**src/rtl/frame_seq_pkg.sv**
```systemverilog
// ---------------------------------------------------------------------------
// frame_seq_pkg
//   Shared types and default constants for the frame sequencer.
//   seq_state_t encoding is exported on the status port, so the numeric
//   values are fixed and must not be reordered.
// ---------------------------------------------------------------------------
package frame_seq_pkg;

    typedef enum logic [1:0] {
        IDLE      = 2'd0,
        WAIT_DATA = 2'd1,
        RUN       = 2'd2,
        LATCH     = 2'd3
    } seq_state_t;

    // 23 strings x 236 LEDs x 24 bits, packed into 16-bit FIFO words
    localparam int unsigned DEFAULT_FIFO_ADDR_WIDTH  = 13;
    localparam int unsigned DEFAULT_FRAME_WORDS      = 8142;
    // 300 us of WS281x latch gap at 20 MHz
    localparam int unsigned DEFAULT_LATCH_CYCLES     = 6000;
    // 30 fps ceiling at 20 MHz
    localparam int unsigned DEFAULT_MIN_FRAME_CYCLES = 666667;

endpackage

```
**src/rtl/sat_counter.sv**
```systemverilog
// ---------------------------------------------------------------------------
// sat_counter
//   Up-counter that stops at MAX instead of wrapping.
//   Ports:
//     clk      in   1      clock
//     reset_n  in   1      synchronous active-low reset
//     clr      in   1      synchronous clear to 0 (wins over inc)
//     inc      in   1      count enable
//     count    out  WIDTH  current value
//     at_max   out  1      count == MAX
//   RESET_TO_MAX presets the counter to MAX on reset, so a "ready when
//   saturated" user sees ready immediately after reset.
// ---------------------------------------------------------------------------
module sat_counter #(
    parameter int          WIDTH        = 8,
    parameter int unsigned MAX          = 255,
    parameter bit          RESET_TO_MAX = 1'b0
) (
    input  logic             clk,
    input  logic             reset_n,
    input  logic             clr,
    input  logic             inc,
    output logic [WIDTH-1:0] count,
    output logic             at_max
);

    localparam logic [WIDTH-1:0] MAX_V = WIDTH'(MAX);

    always_ff @(posedge clk) begin
        if (!reset_n) begin
            count <= RESET_TO_MAX ? MAX_V : '0;
        end else if (clr) begin
            count <= '0;
        end else if (inc && (count != MAX_V)) begin
            count <= count + WIDTH'(1);
        end
    end

    assign at_max = (count == MAX_V);

endmodule

```
**src/rtl/frame_sequencer.sv**
```systemverilog
// ---------------------------------------------------------------------------
// frame_sequencer
//   Schedules colour-string frames in the 20 MHz string clock domain.
//   Keeps the strings blanked until a whole frame sits in the pixel FIFO and
//   the minimum frame period has elapsed, then pulses frame_start. While a
//   frame runs it counts consumed FIFO words; when the string driver stops
//   shifting it checks the word count, forces the WS281x latch gap, and
//   returns to waiting.
//   Ports:
//     clk              in   1     20 MHz string clock
//     reset_n          in   1     synchronous active-low reset
//     enable           in   1     run enable (already synchronised)
//     fifo_full_count  in   FAW+1 words available in the pixel FIFO
//     fifo_read        in   1     FIFO read strobe from the string driver
//     strings_busy     in   1     string driver shifting
//     frame_start      out  1     one-cycle pulse: begin frame
//     h_blank          out  1     1 = strings held blank
//     frame_count      out  16    frames started, wraps
//     frame_err        out  1     one-cycle pulse: bad word count / timeout
//     seq_state        out  2     current state for status readback
// ---------------------------------------------------------------------------
module frame_sequencer
    import frame_seq_pkg::*;
#(
    parameter int          FIFO_ADDR_WIDTH  = DEFAULT_FIFO_ADDR_WIDTH,
    parameter int unsigned FRAME_WORDS      = DEFAULT_FRAME_WORDS,
    parameter int unsigned LATCH_CYCLES     = DEFAULT_LATCH_CYCLES,
    parameter int unsigned MIN_FRAME_CYCLES = DEFAULT_MIN_FRAME_CYCLES
) (
    input  logic                     clk,
    input  logic                     reset_n,
    input  logic                     enable,
    input  logic [FIFO_ADDR_WIDTH:0] fifo_full_count,
    input  logic                     fifo_read,
    input  logic                     strings_busy,
    output logic                     frame_start,
    output logic                     h_blank,
    output logic [15:0]              frame_count,
    output logic                     frame_err,
    output logic [1:0]               seq_state
);

    localparam int          CW        = FIFO_ADDR_WIDTH + 1;
    localparam int unsigned WORD_MAX  = (1 << CW) - 1;
    localparam int          PERIOD_W  = $clog2(MIN_FRAME_CYCLES + 1);
    localparam int          LATCH_W   = $clog2(LATCH_CYCLES + 1);
    localparam logic [CW-1:0] FRAME_WORDS_V = CW'(FRAME_WORDS);

    seq_state_t state;
    seq_state_t next_state;

    logic          busy_q;
    logic          busy_fall;
    logic          start_frame;

    logic [CW-1:0] word_count;
    logic          word_at_max;
    logic [CW-1:0] word_final;

    logic [PERIOD_W-1:0] period_count_unused;
    logic                period_at_max;
    logic [LATCH_W-1:0]  latch_count_unused;
    logic                latch_at_max;

    logic        next_frame_start;
    logic        next_frame_err;
    logic        next_h_blank;
    logic [15:0] next_frame_count;

    // Period counter: free-runs to saturation and is restarted by each
    // frame_start; saturated means the next frame is allowed.
    sat_counter #(
        .WIDTH        (PERIOD_W),
        .MAX          (MIN_FRAME_CYCLES - 1),
        .RESET_TO_MAX (1'b1)
    ) u_period (
        .clk     (clk),
        .reset_n (reset_n),
        .clr     (start_frame),
        .inc     (1'b1),
        .count   (period_count_unused),
        .at_max  (period_at_max)
    );

    // Word counter: only reads during RUN belong to the frame.
    sat_counter #(
        .WIDTH        (CW),
        .MAX          (WORD_MAX),
        .RESET_TO_MAX (1'b0)
    ) u_words (
        .clk     (clk),
        .reset_n (reset_n),
        .clr     (start_frame),
        .inc     (fifo_read && (state == RUN)),
        .count   (word_count),
        .at_max  (word_at_max)
    );

    // Latch counter: held at zero outside LATCH, so the first LATCH cycle
    // always sees 0 and the gap is exactly LATCH_CYCLES long.
    sat_counter #(
        .WIDTH        (LATCH_W),
        .MAX          (LATCH_CYCLES - 1),
        .RESET_TO_MAX (1'b0)
    ) u_latch (
        .clk     (clk),
        .reset_n (reset_n),
        .clr     (state != LATCH),
        .inc     (state == LATCH),
        .count   (latch_count_unused),
        .at_max  (latch_at_max)
    );

    assign busy_fall = busy_q && !strings_busy;

    // Next-state and next-output logic. A read in the cycle the driver goes
    // idle is part of the frame, so the word check uses the count including
    // that read. The period timeout also covers a driver that never goes
    // busy or gets stuck busy; a genuine falling edge takes priority.
    always_comb begin
        next_state       = state;
        start_frame      = 1'b0;
        next_frame_start = 1'b0;
        next_frame_err   = 1'b0;
        next_frame_count = frame_count;

        word_final = word_count;
        if (fifo_read && !word_at_max) begin
            word_final = word_count + CW'(1);
        end

        case (state)
            IDLE: begin
                if (enable) begin
                    next_state = WAIT_DATA;
                end
            end
            WAIT_DATA: begin
                if (!enable) begin
                    next_state = IDLE;
                end else if ((fifo_full_count >= FRAME_WORDS_V) && period_at_max) begin
                    next_state       = RUN;
                    start_frame      = 1'b1;
                    next_frame_start = 1'b1;
                    next_frame_count = frame_count + 16'd1;
                end
            end
            RUN: begin
                if (busy_fall) begin
                    next_state     = LATCH;
                    next_frame_err = (word_final != FRAME_WORDS_V);
                end else if (period_at_max) begin
                    next_state     = LATCH;
                    next_frame_err = 1'b1;
                end
            end
            LATCH: begin
                if (latch_at_max) begin
                    next_state = enable ? WAIT_DATA : IDLE;
                end
            end
            default: begin
                next_state = IDLE;
            end
        endcase

        next_h_blank = (next_state != RUN);
    end

    // State and registered outputs; busy_q feeds the falling-edge detect.
    always_ff @(posedge clk) begin
        if (!reset_n) begin
            state       <= IDLE;
            busy_q      <= 1'b0;
            frame_start <= 1'b0;
            frame_err   <= 1'b0;
            h_blank     <= 1'b1;
            frame_count <= 16'd0;
        end else begin
            state       <= next_state;
            busy_q      <= strings_busy;
            frame_start <= next_frame_start;
            frame_err   <= next_frame_err;
            h_blank     <= next_h_blank;
            frame_count <= next_frame_count;
        end
    end

    assign seq_state = state;

endmodule

```
**config.mk**
```make
export PLATFORM = sky130hd
export DESIGN_NAME = frame_sequencer
export DESIGN_NICKNAME = d
export VERILOG_FILES = /design/src/rtl/frame_seq_pkg.sv /design/src/rtl/sat_counter.sv /design/src/rtl/frame_sequencer.sv
export SDC_FILE = /design/constraint.sdc
export NUM_CORES = 1
export LEC_CHECK = 0
export ABC_AREA = 1
export CORE_AREA = 3 3 106 108
export DETAILED_ROUTE_END_ITERATION = 6
export DIE_AREA = 0 0 109 111
export GPL_TIMING_DRIVEN = 0
export PLACE_DENSITY = 0.65
export SETUP_SLACK_MARGIN = 0.4
export SLEW_MARGIN = 5
export SYNTH_ARGS = -nofsm -noshare
export SYNTH_HDL_FRONTEND = slang
export SYNTH_SLANG_ARGS = --single-unit
```
**constraint.sdc**
```tcl
create_clock -name clk -period 4.9 [get_ports clk]
set_input_delay 1.225 -clock clk [delete_from_list [all_inputs] [get_ports clk]]
set_output_delay 1.225 -clock clk [all_outputs]
set_load 0.03 [all_outputs]
```
==> results.toml <==
[sta]
slew_headroom_pct = 70.2
min_period_ns = 2.77
tightest_slew_ns = 0.447
holdWs_ns = 0.473
fin_skew_ns = 0.00784
setup_tns_ns = 0
final_max_slew_viol_count = 0
finalCritPeriodShare_pct = 56.5
finalHoldViolCount = 0
rsz0062_at_grt = "no"
max_freq_ghz = 0.361
setup_violations = 0

[clocking]
cts-hold-fix-buffers = 0
post_cts_resized = 0
cts_buffers = 9
cts_tree = "built"
root_buffer = "clkbuf_8"
cts_sinks = 69
clockBufferDepth = 2
post_cts_buffers = 0
htreeDepth = 3
clock_latency_ns = 0.34
path_clk_slew_ns = 0.07

[critical_path]
crit_path_cell_trace = "clkdlybuf4s50_1"
slowest_delay_ns = 0.74
cp.depth = 1
cp_max_fo = 6
cp-start-kind = "flop"
crit_type = "reg -> out"
critPathRequiredTime_ns = 3.67
r2r_end = "frame_count[0]"
crit_path_start = "seq_state[1]"
worst_setup_path_end_kind = "primary output"
critPathCapture = "seq_state[1]"
r2r_slack_ns = 3.06
slowest_stage = "clkdlybuf4s50_1"
cp.buffers_inverters = 1
r2r_cells = 9
crit_arrival_ns = 1.55
r2r-start = "u_period.count[1]"
critical_path.top_delay_family = "buffers and inverters"

[floorplan]
rows = 37
dieHeight_microns = 111
core-area_sq_mm = 0.0103
num_io_pins = 40
start_util_pct = 39.6
fp.dieW_microns = 109
die_area_sq_mm = 0.0121

[layout]
area_delta_synth_final_pct = 17.5
postLayoutCoreUtil_pct = 46.5
antenna_cells = 0
drive_gt1_share_pct = 12.0
nets = 662

[route]
wl_per_cell_microns = 12.1
drtIter0Drc = 160
vias_per_cell = 5.02
detail-route-antenna-nets = 0
dr.pass1.iters = 6
vias = 3913
drt-total-wl_mm = 9.40
drc_errors = 0

[global_routing]
grt_remaining_overflow = 0
grt_pass1_wl_mm = 16.5
grt_max_degree = 12
grt_usage_pct = 16.5
grt_pass1_vias = 3642
antenna_found_initial = 0

[placed_design]
place_congestion = 0.867
numPortBuffers = 37
place_hpwl_mm = 7.05

[yosys]
synth-edff-count = 0
synth_seq_cells = 69
ys_top_cells_by_area = "dfxtp_1 34%, nand2_1 13%, nor2_1 6.1%"
ys_async_sr_fraction_pct = 0
syn_avg_cell_area_sq_um = 6.93
synth.distinct_cells = 40
synth-seq-area-share_pct = 33.8
synthTopCellsByCount = "137 x nand2_1, 69 x dfxtp_1, 66 x nor2_1, 65 x inv_1, 44 x nand3_1"
yosysWarnings = 0
synth_top_flop_cell = "dfxtp_1"
yosysMostFrequentCell = "nand2_1"
synth_area_sq_mm = 0.00409
synth_fp_nets = 614
synth_largest_area_cell = "dfxtp_1"
syn-instance-count = 590
synth_top_cell_area_share_pct = 33.8

[pwr]
max-vdd-ir-drop_v = 0.000176
report.power.total_w = 0.00136
p_leak_nw = 1.70
power.density_mw_per_mm2 = 283

[outcome]
status = "finished clean"

[min_path]
hold_path_class = "reg -> reg"

[job]
max_cap_viol_count = 0
## per-stage QoR
| stage | instance area (sq um) | setup WS, ns | instances |
|---|---|---|---|
| final | 4800 | 2.13 | 779 |
| after global routing | 4800 | 2.06 | 779 |
| after CTS | 4800 | 2.12 | 779 |
| after detailed placement | 4630 | 1.94 | 763 |
| after global placement | 4630 | 1.97 | 763 |
| after floorplan | 4090 | 2.63 | 590 |
## report_power, final
group / total, W / internal, W / switching, W
Clock: 0.000426 / 0.000207 / 0.000218
Sequential: 0.000616 / 0.000586 / 0.0000306
Combinational: 0.000319 / 0.000127 / 0.000193
## how the worst min path moves through the flow
stage / from / end / slack (ns) / cells after the start
2_1_floorplan: u_latch.count[12] / u_latch.count[12] / 0.44 / 2
3_3_place_gp: u_latch.count[12] / u_latch.count[12] / 0.46 / 2
3_5_place_dp: u_latch.count[12] / u_latch.count[12] / 0.46 / 2
4_1_cts: u_latch.count[12] / u_latch.count[12] / 0.47 / 2
5_1_grt: u_latch.count[12] / u_latch.count[12] / 0.51 / 2
6_report: u_latch.count[12] / u_latch.count[12] / 0.47 / 2
## cell families after synthesis
kind of cell | share of synthesized area [%]
buffers and inverters | 9.12
and+or+nand+nor | 39.0
muxes | 0.337
AOI/OAI and AO/OA | 10.4
xor gates and xnor gates | 5.79
adders and majority gates | 1.53
DFF | 33.8
## final cells by class
class | instances | area [sq um]
fillers | 1038 | 5520
multi-input cells | 438 | 2330
flip-flops and latches | 69 | 1380
repair buffers | 37 | 370
inverters | 71 | 269
well taps | 136 | 170
clock buffers | 11 | 151
plain buffers | 12 | 104
clock inverters | 5 | 25.0
## registers in the layout, indices dropped and copies added, names as in the netlist
signal          cells
busy_q              1
frame_count        16
frame_err           1
frame_start         1
h_blank             1
seq_state           2
u_latch.count      13
u_period.count     20
u_words.count      14
## routing by layer
layer  global-route usage (%)  routed length, microns
met5                        0                       0
met4                     5.30                     160
met3                     3.67                     446
met2                     25.7                    4200
met1                     22.6                    4590
## placed cells by master (no fill, tap or decap), types with 3 or more instances in the layout
master	synthesis	final
clkbuf_8	0	11
a21oi_1	37	37
nor2_4	3	3
buf_6	5	5
xor2_1	17	17
clkdlybuf4s50_1	0	37
nand2_1	137	137
nand3_1	44	44
xnor2_1	10	10
a211oi_2	8	8
clkinv_2	0	5
nand3_2	4	4
nand4_1	21	21
nor2_1	66	66
buf_2	4	4
dfxtp_1	69	69
or2_2	3	3
nand2_2	7	7
nor4_1	4	4
ha_1	5	5
nor3_2	3	3
nor2_2	11	11
inv_1	65	65
nor3_1	22	22
inv_2	4	4
o21ai_0	20	20
Note: power is estimated with default switching activity, not from simulation.
